`src/rtl/vga_pkg.sv`:
```
// Shared drawing-engine constants: screen geometry, colour format and palette,
// plus the pixel-write sink's egress state type.
package vga_pkg;
  localparam int XSCREEN = 640;
  localparam int YSCREEN = 480;
  localparam int COLOR_W = 9;
  localparam int ADDR_W  = 19;

  // RGB 3-3-3
  localparam logic [COLOR_W-1:0] C_BLACK = 9'b000_000_000;
  localparam logic [COLOR_W-1:0] C_RED   = 9'b111_000_000;
  localparam logic [COLOR_W-1:0] C_GREEN = 9'b000_111_000;
  localparam logic [COLOR_W-1:0] C_WHITE = 9'b111_111_111;

  typedef enum logic {S_IDLE, S_HOLD} wr_state_e;
endpackage

```
`src/rtl/pixel_fifo.sv`:
```
// Small synchronous FIFO; dout is the head entry, valid whenever !empty.
// A push while full is only honoured together with a pop.
module pixel_fifo #(
  parameter int WIDTH = 28,
  parameter int DEPTH = 8
) (
  input  logic                     Clock,
  input  logic                     Resetn,
  input  logic                     push,
  input  logic                     pop,
  input  logic [WIDTH-1:0]         din,
  output logic [WIDTH-1:0]         dout,
  output logic                     full,
  output logic                     empty,
  output logic [$clog2(DEPTH):0]   count
);
  localparam int PW = $clog2(DEPTH);
  localparam int CW = PW + 1;

  logic [WIDTH-1:0] r_mem [DEPTH];
  logic [PW-1:0]    r_wr, r_rd;
  logic [CW-1:0]    r_cnt;
  logic             w_push, w_pop;

  assign empty  = (r_cnt == '0);
  assign full   = (r_cnt == CW'(DEPTH));
  assign w_pop  = pop && !empty;
  assign w_push = push && (!full || w_pop);
  assign dout   = r_mem[r_rd];
  assign count  = r_cnt;

  always_ff @(posedge Clock) begin
    if (w_push) r_mem[r_wr] <= din;
  end

  always_ff @(posedge Clock or negedge Resetn) begin
    if (!Resetn) begin
      r_wr  <= '0;
      r_rd  <= '0;
      r_cnt <= '0;
    end else begin
      if (w_push) r_wr <= r_wr + PW'(1);
      if (w_pop)  r_rd <= r_rd + PW'(1);
      case ({w_push, w_pop})
        2'b10:   r_cnt <= r_cnt + CW'(1);
        2'b01:   r_cnt <= r_cnt - CW'(1);
        default: r_cnt <= r_cnt;
      endcase
    end
  end
endmodule

```
`src/rtl/pixel_write_sink.sv`:
```
// Absorbs the fire-and-forget pixel stream, range-checks it, and issues
// framebuffer writes under mem_ready backpressure. Option: PIXEL_KEY_EN.
module pixel_write_sink
  import vga_pkg::*;
#(
  parameter int                 FIFO_DEPTH = 8,
  parameter logic [COLOR_W-1:0] KEY_COLOR  = C_BLACK
) (
  input  logic               Clock,
  input  logic               Resetn,
  input  logic [9:0]         VGA_x,
  input  logic [8:0]         VGA_y,
  input  logic [COLOR_W-1:0] VGA_color,
  input  logic               VGA_write,
  output logic [ADDR_W-1:0]  mem_addr,
  output logic [COLOR_W-1:0] mem_data,
  output logic               mem_we,
  input  logic               mem_ready,
  output logic               busy,
  output logic [15:0]        drop_count,
  input  logic               clear_drops
);
  localparam int            EW     = ADDR_W + COLOR_W;
  localparam logic [10:0]   XS_LIM = 11'(XSCREEN);
  localparam logic [9:0]    YS_LIM = 10'(YSCREEN);

  wr_state_e                r_state;
  logic [ADDR_W-1:0]        r_addr;
  logic [COLOR_W-1:0]       r_data;
  logic                     r_we;
  logic [15:0]              r_drops;

  logic [ADDR_W-1:0]        w_addr;
  logic                     w_in_range, w_key, w_want, w_push, w_pop, w_drop;
  logic                     w_full, w_empty;
  logic [EW-1:0]            w_head;
  logic [$clog2(FIFO_DEPTH):0] w_count;

  generate
    if (XSCREEN == 640) begin : g_addr640
      assign w_addr = (ADDR_W'(VGA_y) << 9) + (ADDR_W'(VGA_y) << 7) + ADDR_W'(VGA_x);
    end else begin : g_addr_mul
      assign w_addr = ADDR_W'(32'(VGA_y) * XSCREEN + 32'(VGA_x));
    end
  endgenerate

  assign w_in_range = ({1'b0, VGA_x} < XS_LIM) && ({1'b0, VGA_y} < YS_LIM);

`ifdef PIXEL_KEY_EN
  assign w_key = (VGA_color == KEY_COLOR);
`else
  assign w_key = 1'b0;
`endif

  // Egress drains the head whenever the output slot is free or being freed.
  assign w_pop  = !w_empty && (r_state == S_IDLE || mem_ready);
  assign w_want = VGA_write && w_in_range && !w_key;
  assign w_push = w_want && (!w_full || w_pop);
  assign w_drop = VGA_write && (!w_in_range || (w_want && w_full && !w_pop));

  pixel_fifo #(.WIDTH(EW), .DEPTH(FIFO_DEPTH)) u_fifo (
    .Clock  (Clock),
    .Resetn (Resetn),
    .push   (w_push),
    .pop    (w_pop),
    .din    ({w_addr, VGA_color}),
    .dout   (w_head),
    .full   (w_full),
    .empty  (w_empty),
    .count  (w_count)
  );

  always_ff @(posedge Clock or negedge Resetn) begin
    if (!Resetn) begin
      r_state <= S_IDLE;
      r_we    <= 1'b0;
      r_addr  <= '0;
      r_data  <= '0;
    end else begin
      case (r_state)
        S_IDLE: begin
          if (!w_empty) begin
            {r_addr, r_data} <= w_head;
            r_we    <= 1'b1;
            r_state <= S_HOLD;
          end
        end
        S_HOLD: begin
          if (mem_ready) begin
            if (!w_empty) begin
              {r_addr, r_data} <= w_head;
            end else begin
              r_we    <= 1'b0;
              r_state <= S_IDLE;
            end
          end
        end
        default: begin
          r_we    <= 1'b0;
          r_state <= S_IDLE;
        end
      endcase
    end
  end

  always_ff @(posedge Clock or negedge Resetn) begin
    if (!Resetn)                        r_drops <= '0;
    else if (clear_drops)               r_drops <= '0;
    else if (w_drop && r_drops != '1)   r_drops <= r_drops + 16'd1;
  end

  assign mem_addr   = r_addr;
  assign mem_data   = r_data;
  assign mem_we     = r_we;
  assign drop_count = r_drops;
  assign busy       = (w_count != '0) | r_we;
endmodule

```
`config.mk`:
```
export PLATFORM = sky130hd
export DESIGN_NAME = pixel_write_sink
export DESIGN_NICKNAME = d
export VERILOG_FILES = /design/src/rtl/vga_pkg.sv /design/src/rtl/pixel_fifo.sv /design/src/rtl/pixel_write_sink.sv
export SDC_FILE = /design/constraint.sdc
export NUM_CORES = 1
export LEC_CHECK = 0
export CORE_UTILIZATION = 50
export DETAILED_ROUTE_END_ITERATION = 6
export GPL_ROUTABILITY_DRIVEN = 0
export HOLD_SLACK_MARGIN = 0.12
export PLACE_DENSITY = 0.73
export SLEW_MARGIN = 20
export SYNTH_ARGS = -nofsm -noshare
export SYNTH_HDL_FRONTEND = slang
export SYNTH_SLANG_ARGS = --single-unit
```
`constraint.sdc`:
```
create_clock -name Clock -period 7.45 [get_ports Clock]
set_clock_uncertainty 0.2 [all_clocks]
set_input_delay 0.745 -clock Clock [delete_from_list [all_inputs] [get_ports Clock]]
set_output_delay 0.745 -clock Clock [all_outputs]
set_load 0.005 [all_outputs]
```
Yosys cells after proc, flatten, opt, wreduce, memory -nomap -nowiden
Memory sizes are Yosys's and may differ from the RTL's.
Index checks and enable logic that the tools add are counted.
{"block": "classes", "n_addsub": 7, "magnitude_cmp": 2, "n_eq_ne": 7, "n_mux": 18, "n_bitwise": 2, "n_reduce_logical": 23}
{"cell": "2-to-1 mux 19 bit", "count": 2}
{"cell": "one-hot mux 19 bit (2 select lines)", "count": 1}
{"cell": "2-to-1 mux 16 bit", "count": 2}
{"cell": "adder 18 x 16 -> 19 bit", "count": 1}
{"cell": "adder 19 x 10 -> 19 bit", "count": 1}
{"cell": "2-to-1 mux 9 bit", "count": 2}
{"cell": "one-hot mux 9 bit (2 select lines)", "count": 1}
{"cell": "adder 16 x 1 -> 16 bit (second input constant)", "count": 1}
{"cell": "inequality test 16 bit (second input constant)", "count": 1}
{"cell": "logical AND 1 bit", "count": 10}
{"cell": "< comparator 10 bit (second input constant)", "count": 1}
{"cell": "< comparator 9 bit (second input constant)", "count": 1}
{"cell": "one-hot mux 4 bit (2 select lines)", "count": 1}
{"cell": "2-to-1 mux 1 bit", "count": 7}
{"cell": "adder 3 x 1 -> 3 bit (second input constant)", "count": 2}
{"cell": "adder 4 x 1 -> 4 bit (second input constant)", "count": 1}
{"cell": "== test 4 bit (second input constant)", "count": 1}
{"cell": "logical NOT 1 bit", "count": 4}
{"cell": "logical NOT 4 bit", "count": 1}
{"cell": "logical OR 1 bit", "count": 4}
{"cell": "inequality test 2 bit (second input constant)", "count": 2}
{"cell": "one-hot mux 1 bit (2 select lines)", "count": 2}
{"cell": "nonzero test 2 bit", "count": 2}
{"cell": "nonzero test 4 bit", "count": 1}
{"cell": "other kinds (7)", "count": 7}
{"block": "totals", "register_bits": 56, "ram_bits": 224, "inputBits": 33, "word_cells": 68, "mem_count": 1}
{"memory": "u_fifo.r_mem", "words": 8, "width": 28, "read_ports": 1, "rd_clocked_by_memory_dff": 0, "wr": 1, "line_no": "pixel_fifo.sv:20", "rtl": "logic [WIDTH-1:0] r_mem [DEPTH];"}

Longest topological paths before layout
Gate-level depths: netlist of run 1.
{"block": "depth", "depth_word": 10, "mapped_depth": 12, "mapped_depth_nobuf": 11}

Modules after synthesis
From an unflattened synthesis of run 1, not the netlist that was laid out.
{"block": "hier_totals", "cells_unflattened": 625, "hier_area_um2": 11678.7}
{"module": "pixel_fifo", "n_inst": 1, "cells_each": 389, "area_per_inst_um2": 9048.7}
{"module": "pixel_write_sink", "n_inst": 1, "cells_each": 236, "area_per_inst_um2": 2630.0}

Least setup slack after synthesis of run 1
Ideal clock, no wire load.
{"block": "synth_path", "kind": "input -> register", "start": "input VGA_y[5]", "end": "memory u_fifo.r_mem[0][0], enable pin", "setup_ns": 0.448, "arrival_time_ns": 3.637, "path_slack_ns": 3.165, "stages": 4, "path_buffers": 0, "cell_sequence": "and4_1 > a311o_1 > or3_1 > nor3_1"}
{"block": "synth_via", "elab_chain_len": 7}
{"element": "from (decl)", "line_no": "pixel_write_sink.sv:12", "rtl": "input logic [8:0] VGA_y,"}
{"element": "< comparator 9 bit", "line_no": "pixel_write_sink.sv:47", "rtl": "assign w_in_range = ({1'b0, VGA_x} < XS_LIM) && ({1'b0, VGA_y} < YS_LIM);"}
{"element": "logical AND 1 bit", "line_no": "pixel_write_sink.sv:47"}
{"element": "logical AND 1 bit", "line_no": "pixel_write_sink.sv:57", "rtl": "assign w_want = VGA_write && w_in_range && !w_key;"}
{"element": "logical AND 1 bit", "line_no": "pixel_write_sink.sv:58", "rtl": "assign w_push = w_want && (!w_full || w_pop);"}
{"element": "logical AND 1 bit", "line_no": "pixel_fifo.sv:28", "rtl": "assign w_push = push && (!full || w_pop);"}
{"element": "2-to-1 mux 1 bit", "line_no": "pixel_fifo.sv:33", "rtl": "if (w_push) r_mem[r_wr] <= din;"}
{"element": "2-to-1 mux 1 bit (not written as such)", "line_no": "pixel_fifo.sv:33"}
{"element": "to (decl)", "line_no": "pixel_fifo.sv:20"}
No other way between the ends.

Final worst setup path of run 1
{"block": "layout_path", "start": "input VGA_y[8]", "end": "memory u_fifo.r_mem[6][21], enable pin"}
The elaborated chain is that of the path after synthesis.

==> impl_metrics.ini, run 1 <==
[worst_setup_path]
required_ns = 7.46
r2r_cells = 10
cp.depth = 6
critPathKind = in2reg
path_cells = clkdlybuf4s50_1, and4_1, a311o_1, or3_1, nor2_2, buf_4
path_buf_inv = 2
crit_arrival_ns = 3.39
crit_slowest_cell = nor2_2
max_stage_delay_ns = 0.66
worstPathMaxFanout = 16
cp-start-kind = input pin
critical_path.top_delay_family = simple AND/OR/NAND/NOR gates
end_kind = register

[place]
numPortBuffers = 78
dpl.hpwl_um = 12600
place_area_um2 = 12500

[synthesis]
ys_ff_latch = 280
synthArstFlopShare = 0.200
synth_top_cells_by_count = edfxtp_1, dfrtp_1, mux4_2
ys_seq_area_frac = 0.714
synth_edf_count = 224
synth.most_common_cell = edfxtp_1
synth.distinct_cells = 47
yosysTopAreaCell = edfxtp_1
synthCells = 637
yosys.area.top_type_share = 0.591
avgSynthCellArea_um2 = 17.9
yosysWarnings = 0
syn-num-nets = 695
synth_ff_type = edfxtp_1
synthTopCellsByArea = edfxtp_1, dfrtp_1, mux4_2, mux2i_1, ha_1
syn_area_um2 = 11400

[cts]
insertion_delay_ns = 0.52
cts_hold_buffers = 0
cts_resized = 0
htreeDepth = 1
cts_root_buffer = clkbuf_16
clk_pin_slew_ns = 0.06
numCtsBuffers = 28
cts_setup_buffers = 0
cts_sinks = 280
cts_tree = built
cts.path.max_buffers = 3

[grt]
grt_start_max_net_pins = 62
grt_pass1_vias = 6383
track_usage = 0.194
grt_pass1_wl_um = 34900
grt_busiest_layer = met2
grt-ovfl-total = 0
antenna_found_initial = 0
globalRouteMet3Util = 0.0250
grt_use_met2 = 0.323
use_met1 = 0.270

[timing]
worst_pin_slew_ns = 1.08
finalSetupViolations = 0
post-route-period-util = 0.455
hold_violations = 0
fin_tns_setup_ns = 0
maxSlewHeadroom = 0.278
period_minus_slack_ns = 3.39
finalMaxSlewViolations = 0
fmax_mhz = 295
rsz0062_at_grt = false

[floorplan]
initial_core_util = 0.515
die_w_um = 153
die_h_um = 153
pin_count = 79
die_area_um2 = 23400
fp.coreArea_um2 = 22100
rows = 54

[pwr]
p_leak_nw = 4.63
irDropWorstVdd_mv = 0.166
power_density_nw_per_um2 = 345

[final_layout]
nNetsFinal = 788
antennaDiodeCount = 0
drive_gt1_frac = 0.184
n_fill_cell = 1593
final_cell_area_um2 = 13400
syn_to_final_growth_pct = 17.7

[route]
wl_um = 21700
wl_per_cell_um = 21.1
dr_total_vias = 5966
drc_errors = 0
drtIter0Drc = 373
vias_per_cell = 5.78
dr.pass1.iters = 4
ant_nets = 0

[outcome]
outcome = complete, no violations

[flow_run]
drv_cap = 0

[min_path]
hold_class = in2async
## logic make-up after synthesis
group | Yosys count | synth area share
adders and majority gates | 25 | 0.0288
buffers and inverters | 40 | 0.0157
and+or+nand+nor | 110 | 0.0473
DFF | 280 | 0.714
AOI/OAI and AO/OA | 77 | 0.0418
xor gates and xnor gates | 17 | 0.0131
muxes | 88 | 0.139
## flip-flops by register name (all words and copies together), names as in the netlist
register and flops:
u_fifo.r_mem 224, mem_addr 19, drop_count 16, mem_data 9, u_fifo.count 4, u_fifo.r_rd 3
u_fifo.r_wr 3, mem_we 1, r_state 1
## worst register-to-register path: cells and delay by family (launching register included)
family,cells,cell delay [ns]
AOI/OAI and AO/OA,1,0.16
xor gates and xnor gates,3,0.49
adders and majority gates,2,0.56
buffers and inverters,1,0.36
DFF,1,0.44
and+or+nand+nor,3,0.93
## final timing paths
path,slack (ns),startpoint,endpoint
setup / recovery,4.06,VGA_y[8],u_fifo.r_mem[6][21]
hold / removal,0.20,Resetn,mem_data[8]
setup reg to reg,4.20,u_fifo.count[2],u_fifo.count[2]
hold reg to reg,0.25,r_state,mem_we
max in group asynchronous,6.19,Resetn,u_fifo.r_rd[0]
min in group Clock,0.25,r_state,mem_we
## cells in the final DEF (no fill, tap or decap), drive strengths merged, types with 7 or more instances in the layout
cell	count
clkinv	9
ha	23
nor2	46
clkbuf	41
clkdlybuf4s50	77
xor2	8
inv	14
edfxtp	224
or4	10
nand3	7
nand2	19
dfrtp	56
mux4	56
a21oi	49
o31ai	9
mux2i	30
xnor2	9
buf	13
## power breakdown
| part | internal, mW | total [mW] | switching (mW) |
|---|---|---|---|
| Clock | 0.773 | 1.33 | 0.556 |
| Sequential | 1.94 | 2.15 | 0.204 |
| Combinational | 0.638 | 1.15 | 0.515 |
| Total | 3.35 | 4.63 | 1.27 |
## layout make-up
type                       count  area (um2)  area share
multi-input combinational    317        3110       0.232
tap                          280         350      0.0261
inverter                      13        48.8     0.00364
timing repair buffer          90         866      0.0646
clock buffer                  41         831      0.0620
clock inverter                11        63.8     0.00476
sequential                   280        8130       0.607
## metal layers
layer,part of all wire,up-vias
met1,0.45,3070
met3,0.041,35
li1,-,2701
met2,0.49,160
met4,0.022,0
met5,0,-
## metrics by stage
step | power, mW | hold slack [ns] | utilization | cells | setup WS [ns]
2_1_floorplan | 2.91 | 0.221 | - | 637 | 3.17
3_3_place_gp | 3.31 | 0.241 | 0.566 | 980 | 3.56
3_5_place_dp | 3.35 | 0.244 | 0.566 | 980 | 3.49
4_1_cts | 4.68 | 0.236 | 0.607 | 1032 | 4.05
5_1_grt | 4.86 | 0.269 | 0.607 | 1032 | 3.87
6_report | 4.63 | 0.202 | 0.607 | 1032 | 4.06
Power figures use the tool's default switching activity.
==> run 2: changes to the inputs <==
Settings changed: PLACE_DENSITY 0.73 to 0.76.
Clock period 7.45 ns to 2.92 ns, I/O delays scaled along.
==> run 2 against run 1 <==
  * Die area unchanged
  * Global-route usage up 0.67 points
  * Critical path type unchanged
  * Clock power rose to 2.7 times the previous value
  * Total power rose to 2.6 times the previous value
  * Cell count up 3.6%
  * Final area up 3.5%
  * Sequential power up 150%
==> impl_metrics.ini, run 2 (synthesis gave the netlist of run 1 again) <==
[place]
dp_slack_ns = -0.560
numPortBuffers = 78
dpl.hpwl_um = 14000
place_area_um2 = 12900

[route]
drc_errors = 0
dr_total_vias = 6200
ant_nets = 0
dr.pass1.iters = 5
wl_per_cell_um = 21.3
wl_um = 22700
vias_per_cell = 5.80
drtIter0Drc = 393

[cts]
cts.path.max_buffers = 3
insertion_delay_ns = 0.53
cts_sinks = 280
htreeDepth = 1
numCtsBuffers = 28
clk_pin_slew_ns = 0.06
cts_root_buffer = clkbuf_16
cts_tree = built

[timing]
finalSetupViolations = 0
fin_tns_setup_ns = 0
post-route-period-util = 0.961
finalMaxSlewViolations = 0
fmax_mhz = 356
worst_pin_slew_ns = 0.886
hold_violations = 0
maxSlewHeadroom = 0.410
hold_slack_ns = 0.220
finalWorstSetupSlack_ns = 0.114
rsz0062_at_grt = false
period_minus_slack_ns = 2.81

[grt]
grt_pass1_vias = 6418
track_usage = 0.200
grt-ovfl-total = 0
grt_pass1_wl_um = 35700
antenna_found_initial = 0
grt_start_max_net_pins = 60

[floorplan]
die_area_um2 = 23400
die_h_um = 153
initial_core_util = 0.515
pin_count = 79
rows = 54
fp.coreArea_um2 = 22100
die_w_um = 153

[final_layout]
drive_gt1_frac = 0.227
syn_to_final_growth_pct = 21.9
final_cell_area_um2 = 13900
nNetsFinal = 825
antennaDiodeCount = 0
regMostFlops = u_fifo.r_mem
final_common_cell = edfxtp_1
largest_register_ff_count = 224
final_cell_mix = edfxtp_1, clkdlybuf4s50_1, mux4_2

[worst_setup_path]
crit_arrival_ns = 2.87
critPathKind = in2reg
required_ns = 2.99
cp-start-kind = input pin
crit_slowest_cell = fa_1
end_kind = register
max_stage_delay_ns = 0.53
worstPathMaxFanout = 8
path_cells = clkdlybuf4s50_1, inv_1, fa_1, inv_1, fa_1, a21oi_2, o21ai_0, o211ai_1, buf_4, a211oi_1, o21a_2
worst-r2r-setup-slack_ns = 0.29

[flow_run]
drv_cap = 0

[min_path]
hold_class = in2async

[pwr]
switchingPower_mw = 3.34
power.total_mw = 12.2
p_int_mw = 8.84
irDropWorstVdd_mv = 0.452
power_density_nw_per_um2 = 878
pwr-share-comb = 0.271
power_frac_seq = 0.439
switching_share = 0.274
p_leak_nw = 4.88
clkPwrFrac = 0.290

[outcome]
outcome = complete, no violations
run 2: worst max-delay path, delay by kind of cell:
kind	cells	cell delay [ns]
adders and majority gates	2	1.00
AOI/OAI and AO/OA	5	0.79
buffers and inverters	4	0.78
run 2: worst paths after layout:
check,endpoint,startpoint,cells after the start
max,u_fifo.r_mem[2][27],VGA_x[9],11
min reg2reg,mem_we,r_state,1
max in group asynchronous,drop_count[13],Resetn,3
max reg2reg,u_fifo.count[2],u_fifo.count[1],11
min in group Clock,mem_we,mem_ready,4
min,mem_addr[1],Resetn,2
run 2: area by class of cell:
cell class | instances | area, um2
Clock buffer | 31 | 743
Clock inverter | 21 | 181
Fill cell | 1537 | 8220
Inverter | 13 | 48.8
Multi-Input combinational cell | 317 | 3150
Sequential cell | 280 | 8130
Tap cell | 280 | 350
Timing Repair Buffer | 127 | 1270
run 2: power by group through the flow:
stage | clock network [mW] | registers (mW) | logic, mW
after floorplan | 0 | 5.25 | 2.18
after global placement | 0 | 5.39 | 3.20
after detailed placement | 0 | 5.44 | 3.31
after CTS | 3.58 | 5.36 | 3.35
after global routing | 3.75 | 5.42 | 3.58
final | 3.53 | 5.35 | 3.30
run 2: repair_timing:
action | in CTS | in global routing
hold endpoints to repair | 31 | 0
setup buffers | 0 | 1
resized for setup | 1 | 4
setup endpoints to repair | 8 | 32
hold buffers | 1 | 0
pin swaps | 0 | 2
run 2: metrics by stage:
step | cells | util
floorplan | 637 | -
global placement | 1015 | 0.584
detailed placement | 1015 | 0.584
CTS | 1068 | 0.627
global route | 1069 | 0.628
finish | 1069 | 0.628
run 2: layer usage:
metal	vias to the layer above	wire (um)	GRT usage	share of wire
li1	2780	-	-	-
met1	3196	9490	0.266	0.42
met2	187	11800	0.349	0.52
met3	37	1040	0.0264	0.046
met4	0	387	0.0558	0.017
met5	-	0	0	0
==> run 3: changes to the inputs <==
Settings changed: CORE_ASPECT_RATIO set to 2, CTS_BUF_LIST set to sky130_fd_sc_hd__clkbuf_16.
==> run 3 against run 2 <==
  * Die area grew 0.15%
  * Via count fell by 1.4%
  * Total power decreased by 1.8%
  * Flip-flop and latch count unchanged
  * Routed wire length grew 2.1%
  * First-iteration DRC count up 15%
  * Hold slack worse by 0.042 ns
  * Cell count down 1.0%
  * Clock-buffer cell count is 6 lower
  * Sequential power is 3% higher
  * Highest routed layer unchanged
  * Global-route usage grew 0.84 points
  * Critical path depth fell by 1
==> impl_metrics.ini, run 3 (synthesis gave the netlist of run 1 again) <==
[cts]
cts_setup_buffers = 0
insertion_delay_ns = 0.52
cts_sinks = 280
cts_tree = built
numCtsBuffers = 24
cts.path.max_buffers = 3
htreeDepth = 1
clk_pin_slew_ns = 0.07
cts_root_buffer = clkbuf_16

[timing]
maxSlewHeadroom = 0.499
post-route-period-util = 0.951
worst_pin_slew_ns = 0.751
fin_tns_setup_ns = 0
period_minus_slack_ns = 2.78
fmax_mhz = 360
finalSetupViolations = 0
hold_slack_ns = 0.178
rsz0062_at_grt = false
hold_violations = 0
finalMaxSlewViolations = 0

[worst_setup_path]
path_common_cell = inv_1
end_kind = register
critPathKind = in2reg
crit_slowest_cell = fa_1
crit_arrival_ns = 2.83
cp-start-kind = input pin
critical_path.top_delay_family = compound AO/OA/AOI/OAI gates
required_ns = 2.97
path_cells = clkdlybuf4s50_1, inv_1, fa_1, inv_1, ha_1, a21oi_1, o2111ai_1, a31o_2, a21oi_2, xnor2_2
path_buf_inv = 3
max_stage_delay_ns = 0.52
worstPathMaxFanout = 8

[final_layout]
largest_register_ff_count = 224
syn_to_final_growth_pct = 21.1
stdcell_count = 1058
final_cell_area_um2 = 13800
final_cell_mix = edfxtp_1, clkdlybuf4s50_1, mux4_2
drive_gt1_frac = 0.219
regMostFlops = u_fifo.r_mem
nNetsFinal = 822
final_common_cell = edfxtp_1

[grt]
grt_pass1_vias = 6570
track_usage = 0.209
grt_start_max_net_pins = 52
antenna_found_initial = 1
grt_pass1_wl_um = 36000
grt-ovfl-total = 0

[floorplan]
die_h_um = 215
die_area_um2 = 23400
die_w_um = 109
pin_count = 79
initial_core_util = 0.511
fp.coreArea_um2 = 22300
rows = 77

[route]
drc_errors = 0
highest_layer = met4
ant_nets = 0
wl_met3_um = 996
dr.pass1.iters = 4
drtIter0Drc = 450
dr_total_vias = 6114
wl_per_cell_um = 22.0
vias_per_cell = 5.78
wl_met2_um = 13300
wl_um = 23200
met1Wirelength_um = 8170

[place]
dpl.cell_count = 1013
place_area_um2 = 12900
dpl.hpwl_um = 15600
numPortBuffers = 78

[pwr]
irDropWorstVdd_mv = 0.526
p_leak_nw = 4.82
power_density_nw_per_um2 = 868

[outcome]
outcome = complete, no violations

[min_path]
hold_class = in2async

[flow_run]
drv_cap = 0
-- run 3: final cells by class --
class	count	area, um2
tap	276	345
antenna	1	2.50
clock buffer	25	626
timing repair buffer	128	1300
fill	1551	8470
sequential	280	8130
multi-input combinational	317	3150
clock inverter	18	178
inverter	13	48.8
-- run 3: path summary, 6_finish.rpt --
path,slack (ns),depth (start not counted),start,to
min in group Clock,0.27,1,r_state,mem_we
hold reg to reg,0.27,1,r_state,mem_we
max in group asynchronous,1.60,3,Resetn,drop_count[12]
setup reg to reg,0.27,11,r_state,u_fifo.count[2]
hold / removal,0.18,2,Resetn,mem_addr[0]
setup / recovery,0.14,10,VGA_x[9],u_fifo.r_mem[6][26]
-- run 3: per-layer routing --
metal | vias to the layer above | global-route usage
met1 | 3129 | 0.230
met3 | 53 | 0.0273
li1 | 2759 | -
met5 | - | 0
met2 | 173 | 0.389
met4 | 0 | 0.0896
-- run 3: timing repair --
action	CTS	global route
hold buffers	1	0
setup endpoints to repair	0	24
resized for setup	0	4
endpoints found under the hold margin	26	0
-- run 3: through the flow --
step	worst slack [ns]	utilization	power [mW]
2_1_floorplan	-0.267	-	7.43
3_3_place_gp	-0.373	0.581	8.66
3_5_place_dp	-0.500	0.581	8.82
4_1_cts	0.0479	0.618	12.1
5_1_grt	0.0342	0.619	12.5
6_report	0.143	0.619	12.0
-- run 3: where the power goes --
group | internal, mW | leakage (nW) | total, mW | switching [mW]
Combinational | 1.82 | 1.74 | 3.23 | 1.41
Sequential | 4.95 | 2.70 | 5.49 | 0.541
Clock | 1.83 | 0.390 | 3.25 | 1.42
